<file path="src/rtl/bcd3_to_bin_converter.sv">
// bcd3_to_bin_converter: sequential 3-digit BCD to binary converter using reverse double-dabble, one bit per clock
module bcd3_to_bin_converter #(
   parameter int OUTPUT_BIT_WIDTH = 10
) (
   input  logic                        clk_i,
   input  logic                        rst_ni,
   input  logic                        start_i,
   input  logic [3:0]                  digit2_i,
   input  logic [3:0]                  digit1_i,
   input  logic [3:0]                  digit0_i,
   output logic [OUTPUT_BIT_WIDTH-1:0] output_o,
   output logic                        busy_o,
   output logic                        done_o,
   output logic                        error_o,
   output logic                        overflow_o
);
   typedef enum logic [1:0] {IDLE, CONVERT, FINISH} state_e;
   state_e      state_q;
   logic [11:0] bcd_q, bcd_d, shifted;
   logic [9:0]  res_q, res_d;
   logic [3:0]  cnt_q;
   logic        err_q, bad_digit;
   // one reverse double-dabble step: shift {bcd,res} right, then take 3 from every digit that lands at 8 or above
   always_comb begin
      shifted = bcd_q >> 1;
      res_d = {bcd_q[0], res_q[9:1]};
      bcd_d = '0;
      for (int i = 0; i < 3; i++)
         bcd_d[4*i +: 4] = shifted[4*i+3] ? shifted[4*i +: 4] - 4'd3 : shifted[4*i +: 4];
      bad_digit = (digit2_i > 4'd9) | (digit1_i > 4'd9) | (digit0_i > 4'd9);
   end
   // control FSM with registered outputs; result, error and overflow only change when leaving FINISH
   always_ff @(posedge clk_i or negedge rst_ni) begin
      if (!rst_ni) begin
         state_q    <= IDLE;
         bcd_q      <= '0;
         res_q      <= '0;
         cnt_q      <= '0;
         err_q      <= 1'b0;
         output_o   <= '0;
         busy_o     <= 1'b0;
         done_o     <= 1'b0;
         error_o    <= 1'b0;
         overflow_o <= 1'b0;
      end else begin
         done_o <= 1'b0;
         case (state_q)
            IDLE: if (start_i) begin
               busy_o <= 1'b1;
               err_q  <= bad_digit;
               if (bad_digit) state_q <= FINISH;
               else begin
                  bcd_q   <= {digit2_i, digit1_i, digit0_i};
                  res_q   <= '0;
                  cnt_q   <= '0;
                  state_q <= CONVERT;
               end
            end
            CONVERT: begin
               bcd_q   <= bcd_d;
               res_q   <= res_d;
               cnt_q   <= cnt_q + 4'd1;
               state_q <= (cnt_q == 4'd9) ? FINISH : CONVERT;
            end
            FINISH: begin
               done_o  <= 1'b1;
               busy_o  <= 1'b0;
               error_o <= err_q;
               state_q <= IDLE;
               if (!err_q) begin
                  output_o   <= OUTPUT_BIT_WIDTH'(res_q);
                  overflow_o <= (res_q >> OUTPUT_BIT_WIDTH) != 10'd0;
               end
            end
            default: state_q <= IDLE;
         endcase
      end
   end
endmodule

</file>
<file path="config.mk">
export PLATFORM = sky130hd
export DESIGN_NAME = bcd3_to_bin_converter
export DESIGN_NICKNAME = d
export VERILOG_FILES = /design/src/rtl/bcd3_to_bin_converter.sv
export SDC_FILE = /design/constraint.sdc
export NUM_CORES = 1
export LEC_CHECK = 0
export CAP_MARGIN = 5
export CORE_MARGIN = 2
export CORE_UTILIZATION = 50
export DETAILED_ROUTE_END_ITERATION = 10
export PLACE_DENSITY = 0.83
export SYNTH_ARGS = -nofsm -noshare
export SYNTH_HDL_FRONTEND = slang
export SYNTH_SLANG_ARGS = --single-unit
</file>
<file path="constraint.sdc">
create_clock -name clk_i -period 1.65 [get_ports clk_i]
set_input_delay 0.33 -clock clk_i [delete_from_list [all_inputs] [get_ports clk_i]]
set_output_delay 0.33 -clock clk_i [all_outputs]
set_load 0.005 [all_outputs]
</file>
==> out/metrics.cfg, run 1 <==
[hold_path]
worstHoldPathType=flip-flop to flip-flop
whs_path_depth=2
hold_end=error_o
min_from=error_o

[place]
portBuffers=27
gp_congestion=0.824
dpl.cell_count=248
dpl-instance-area_um2=2390
dpl.hpwl_mm=2.88

[grt]
overflow=0
top_usage_layer=met2
grt_usage=0.181
grt_use_met1=0.225
use_met2=0.290
grt_start_max_net_pins=25
grt_pass1_vias=1393
grt_first_pass_wirelength_mm=6.04
antenna_found_initial=0
met3_usage=0.0317

[power_and_ir_drop]
leakage_nw=1.18
power_mw=4.26
p_per_area_nw_per_um2=1700
ir_worst_vdd_mv=0.841

[sta]
fin_crit_sh=0.936
hold_viol=0
final_max_slew_viol_count=0
min_period_ps=1540
skew_ps=5.09
tns_ps=0
fmax_ghz=0.648
rsz0062_at_grt=false
setup_viol=0

[drt]
vias_per_cell=5.26
routed_wirelength_mm=3.69
antenna_left=0
drcViolationCount=0
dr.first_iter.drc_count=62
vias=1352
dr.pass1.iters=4
detail_route.wl_per_cell_um=14.3

[logic_synthesis]
yosysTopAreaCellShare=0.524
syn_nets=184
synth.ff_latch_count=42
synth_edf_count=0
postSynthAreaPerCell_um2=12.1
ys_types=35
netlist_top_cells_count=dfrtp_1, nor2_1, a22o_1, mux2_2, nand2_1
yosys_warnings=0
synth_ff_type=dfrtp_1
seq_area_frac_synth=0.524
synth.area.top_cells=dfrtp_1, mux2_2, a22o_1
syn_area_um2=2000
syn_inst=165
synth.largest_area_cell=dfrtp_1
synthArstFlopShare=1.00
yosysMostFrequentCell=dfrtp_1

[cts]
h-tree-depth=2
postCtsSetupBuffers=0
cts_hold_buf=1
cts-resized-gates=0
numCtsBuffers=5
cts-root-buf=clkbuf_8
cts_tree=yes
insertion_delay_ps=290
cts.sinks=42
cts_max_path_buffers=2
clk_pin_slew_worst_paths_ps=80

[run]
cap_viol_max_count=0

[worst_setup_path]
crit_arrival_ps=1720
required_ps=1830
cp_max_fo=4
start_kind=input port
crit_path_end_kind=flip-flop
r2r-start=state_q[1]
path_class=input port to flip-flop
r2r_end=cnt_q[2]
reg2regPathDepth=4
ff2ff_setup_slack_ps=110

[cells_and_area]
post-route-cell-area_um2=2510
syn_to_final_growth_pct=25.3
antenna_cells=0
stdcell_count=257
nFillCells=296
drive_gt1_frac=0.217
fin_nets=225

[die]
row_count=23
die_x_um=67.3
coreArea_um2=3910
io_pins=29
start_util=0.512
die_area_um2=4530
die_h_um=67.3

[outcome]
status=complete, no violations

-- area by class of cell --
cell class | instances | area, um2 | area share
clock buffer | 5 | 68.8 | 0.0274
clock inverter | 3 | 40.0 | 0.0159
inverter | 5 | 18.8 | 0.00747
multi-input combinational | 109 | 857 | 0.341
sequential | 42 | 1050 | 0.419
tap | 50 | 62.6 | 0.0249
timing repair buffer | 43 | 413 | 0.164
-- worst max-delay path by stage --
stage                startpoint          end  slack [ps]  cells past startpoint
floorplan            state_q[0]  output_o[0]         240                      4
CTS                  state_q[1]     cnt_q[3]         110                      4
finish              digit0_i[1]     bcd_q[7]         110                      6
global placement    digit0_i[2]     bcd_q[7]        -130                      6
detailed placement  digit2_i[2]     cnt_q[3]        -200                      5
global route         state_q[1]     cnt_q[2]          70                      4
-- layout by cell type (no fill, tap or decap), drive strengths merged, types with 3 or more instances in the layout --
| master | count |
|---|---|
| a21oi | 10 |
| a22o | 12 |
| buf | 16 |
| clkbuf | 5 |
| clkdlybuf4s50 | 26 |
| dfrtp | 42 |
| ha | 4 |
| inv | 5 |
| mux2 | 12 |
| mux2i | 9 |
| nand2 | 12 |
| nand2b | 3 |
| nor2 | 14 |
| nor2b | 5 |
| o21ai | 10 |
-- per-stage QoR --
| step | hold WS [ps] | util | setup WS (ps) |
|---|---|---|---|
| CTS | 479 | 0.642 | 109 |
| floorplan | 34.4 | - | 241 |
| global placement | 281 | 0.611 | -130 |
| global route | 505 | 0.642 | 66.1 |
| detailed placement | 292 | 0.611 | -198 |
| finish | 473 | 0.642 | 106 |
-- cells by family (layout without fill, tap and decap cells) --
group | Yosys count | after routing | synth area share
adder cells (fa/ha/maj) | 4 | 4 | 0.0250
flip-flops | 42 | 42 | 0.524
XOR/XNOR | 4 | 4 | 0.0175
buffers and inverters | 14 | 56 | 0.0481
other | 1 | 1 | 0.00187
AND/OR/NAND/NOR | 41 | 41 | 0.115
AO/OA/AOI/OAI | 38 | 38 | 0.155
multiplexers | 21 | 21 | 0.112
-- worst max-delay path, cell delays in order --
cell and delay (ps):
clkdlybuf4s50_1 510, o21ai_4 260, buf_4 160, a41oi_1 120
a311oi_1 280, a21oi_1 60
-- power breakdown --
part / internal, mW / leakage [nW] / switching (mW) / total (mW)
Sequential: 1.45 / 0.534 / 0.382 / 1.83
Combinational: 0.938 / 0.585 / 0.700 / 1.64
Clock: 0.445 / 0.0579 / 0.341 / 0.786
Total: 2.83 / 1.18 / 1.42 / 4.26
-- per-layer routing --
layer	routed length [um]	part of all wire	vias up
met3	108	0.029	13
li1	-	-	657
met4	140	0.038	0
met5	0	0	-
met2	1850	0.50	29
met1	1590	0.43	653
-- flip-flops by register name, indices dropped and copies added, names as in the netlist --
name	cells
bcd_q	12
state_q	2
cnt_q	4
err_q	1
done_o	1
error_o	1
busy_o	1
res_q	10
output_o	10
Power figures use the tool's default switching activity.
==> run 2: changes to the inputs <==
CAP_MARGIN = default   (was 5)
CORE_UTILIZATION = 40   (was 50)
PLACE_DENSITY = 0.71   (was 0.83)
==> out/metrics.cfg, run 2 (synthesis results as in run 1) <==
[cells_and_area]
multi_input_area_um2=860  ; +0.29%
syn_to_final_growth_pct=25.4  ; about the same
final_common_cell=dfrtp_1
drive_gt1_frac=0.218  ; +0.00106
top_regs=bcd_q x12, output_o x10, res_q x10
post-route-cell-area_um2=2510  ; about the same
antenna_cells=0  ; unchanged
top_register=bcd_q
seqCellArea_um2=1050  ; unchanged
mostFrequentLayoutCells=dfrtp_1, clkdlybuf4s50_1, nor2_1
nFillCells=409  ; +38%
fin_nets=224  ; -0.44%
largest_reg_flops=12  ; unchanged

[drt]
drcViolationCount=0  ; unchanged
antenna_left=0  ; unchanged
routed_wirelength_mm=3.50  ; -5.1%
vias_per_cell=4.89  ; -7.0%
vias=1336  ; -1.2%
detail_route.wl_per_cell_um=12.8  ; -11%
dr.pass1.iters=4  ; unchanged
dr.first_iter.drc_count=88  ; +42%

[die]
row_count=25  ; +8.7%
coreArea_um2=4790  ; +22%
die_x_um=74.8  ; +11%
die_area_um2=5590  ; +23%
start_util=0.419  ; -0.0933
io_pins=29  ; unchanged
die_h_um=74.8  ; +11%

[power_and_ir_drop]
pwr-share-clk=0.167  ; -0.018
switching_share=0.343  ; +0.00853
leakage_nw=1.16  ; -1.2%
p_per_area_nw_per_um2=1620  ; -4.5%
p_int_mw=2.67  ; -5.6%
seq_power_share=0.451  ; +0.020
p_comb_frac=0.382  ; -0.003
p_switching_mw=1.40  ; -1.9%
ir_worst_vdd_mv=0.827  ; -1.7%

[grt]
overflow=0  ; unchanged
grt_usage=0.142  ; -0.0390
grt_start_max_net_pins=43  ; +72%
grt_first_pass_wirelength_mm=5.95  ; -1.5%
grt_pass1_vias=1277  ; -8.3%
antenna_found_initial=0  ; unchanged

[sta]
skew_ps=8.09  ; +3.00 ps
rsz0062_at_grt=false
min_period_ps=1490  ; -58.1 ps
final_max_slew_viol_count=0  ; unchanged
setup_viol=0  ; unchanged
setup_slack_ps=164  ; +58.1 ps
fin_crit_sh=0.901  ; -0.0352
fmax_ghz=0.673  ; +3.9%
worst_hold_slack_ps=488  ; +15.5 ps
hold_viol=0  ; unchanged

[cts]
cts-root-buf=clkbuf_8
cts.sinks=42  ; unchanged
numCtsBuffers=5  ; unchanged
insertion_delay_ps=290  ; about the same
h-tree-depth=2  ; unchanged
clk_pin_slew_worst_paths_ps=80  ; about the same
postCtsSetupBuffers=0  ; unchanged
cts_tree=yes
cts_max_path_buffers=2  ; unchanged

[outcome]
status=complete, no violations

[place]
portBuffers=27  ; unchanged
gp_congestion=0.758  ; -8.0%
dpl-instance-area_um2=2410  ; +0.58%
place_ws_ps=-128  ; +69.7 ps
dpl.hpwl_mm=2.52  ; -12%

[worst_setup_path]
start_kind=flip-flop
crit_arrival_ps=1670  ; -50 ps
path_class=flip-flop to flip-flop
required_ps=1830  ; about the same
crit_path_end_kind=flip-flop
cp_max_fo=10  ; +6

[hold_path]
worstHoldPathType=flip-flop to flip-flop

[run]
cap_viol_max_count=0  ; unchanged

run 2: cell count changes in the layout (fill, tap and decap cells not counted), sizes merged:
| cell | previous run | this run |
|---|---|---|
| clkinvlp | 0 | 1 |
| clkbuf | 5 | 6 |
| bufinv | 1 | 0 |
| buf | 16 | 15 |
| clkinv | 2 | 1 |
run 2: timing repair:
| action | CTS | global route |
|---|---|---|
| resized for setup | 0 | 1 |
| hold buffers | 1 | 0 |
| hold endpoints to repair | 24 | 0 |
| endpoints found under the setup margin | 0 | 2 |
run 2: power by group through the flow:
stage	Sequential [mW]	Clock (mW)	Combinational [mW]
6_report	1.83	0.681	1.55
5_1_grt	1.90	0.744	1.75
4_1_cts	1.83	0.704	1.58
3_5_place_dp	1.85	0	1.57
3_3_place_gp	1.83	0	1.51
2_1_floorplan	1.72	0	1.16
run 2: worst paths after layout:
path                            startpoint  endpoint  slack (ps)  depth (start not counted)
worst max-delay path            state_q[1]  bcd_q[3]         160                          4
worst min-delay path               error_o   error_o         490                          2
worst max register to register  state_q[1]  bcd_q[3]         160                          4
worst min register to register     error_o   error_o         490                          2
max in group asynchronous           rst_ni  bcd_q[1]         920                          3
min in group asynchronous           rst_ni  bcd_q[2]         530                          3
run 2: area by class of cell:
| type | instances | area share |
|---|---|---|
| Sequential cell | 42 | 0.418 |
| Clock inverter | 2 | 0.00498 |
| Clock buffer | 6 | 0.0329 |
| Multi-Input combinational cell | 109 | 0.342 |
| Timing Repair Buffer | 42 | 0.161 |
| Tap cell | 67 | 0.0333 |
| Inverter | 5 | 0.00747 |
run 2: metal layers:
layer | share of wire | track usage
met4 | 0.016 | 0.0655
met3 | 0.035 | 0.0335
met5 | 0 | 0
met2 | 0.47 | 0.216
met1 | 0.47 | 0.193
run 2: critical path, cell delays in order, from the launching register on:
cell and delay (ps):
dfrtp_1 560, nand2b_2 360, a21oi_1 160, nor2_1 70, o221a_1 230
run 2: per-stage QoR:
step	utilization	setup TNS (ps)	power [mW]	std cells
finish	0.525	0	4.07	273
floorplan	-	0	2.89	165
global route	0.525	0	4.39	273
CTS	0.525	0	4.11	273
detailed placement	0.503	-2170	3.42	264
global placement	0.503	-1460	3.34	264
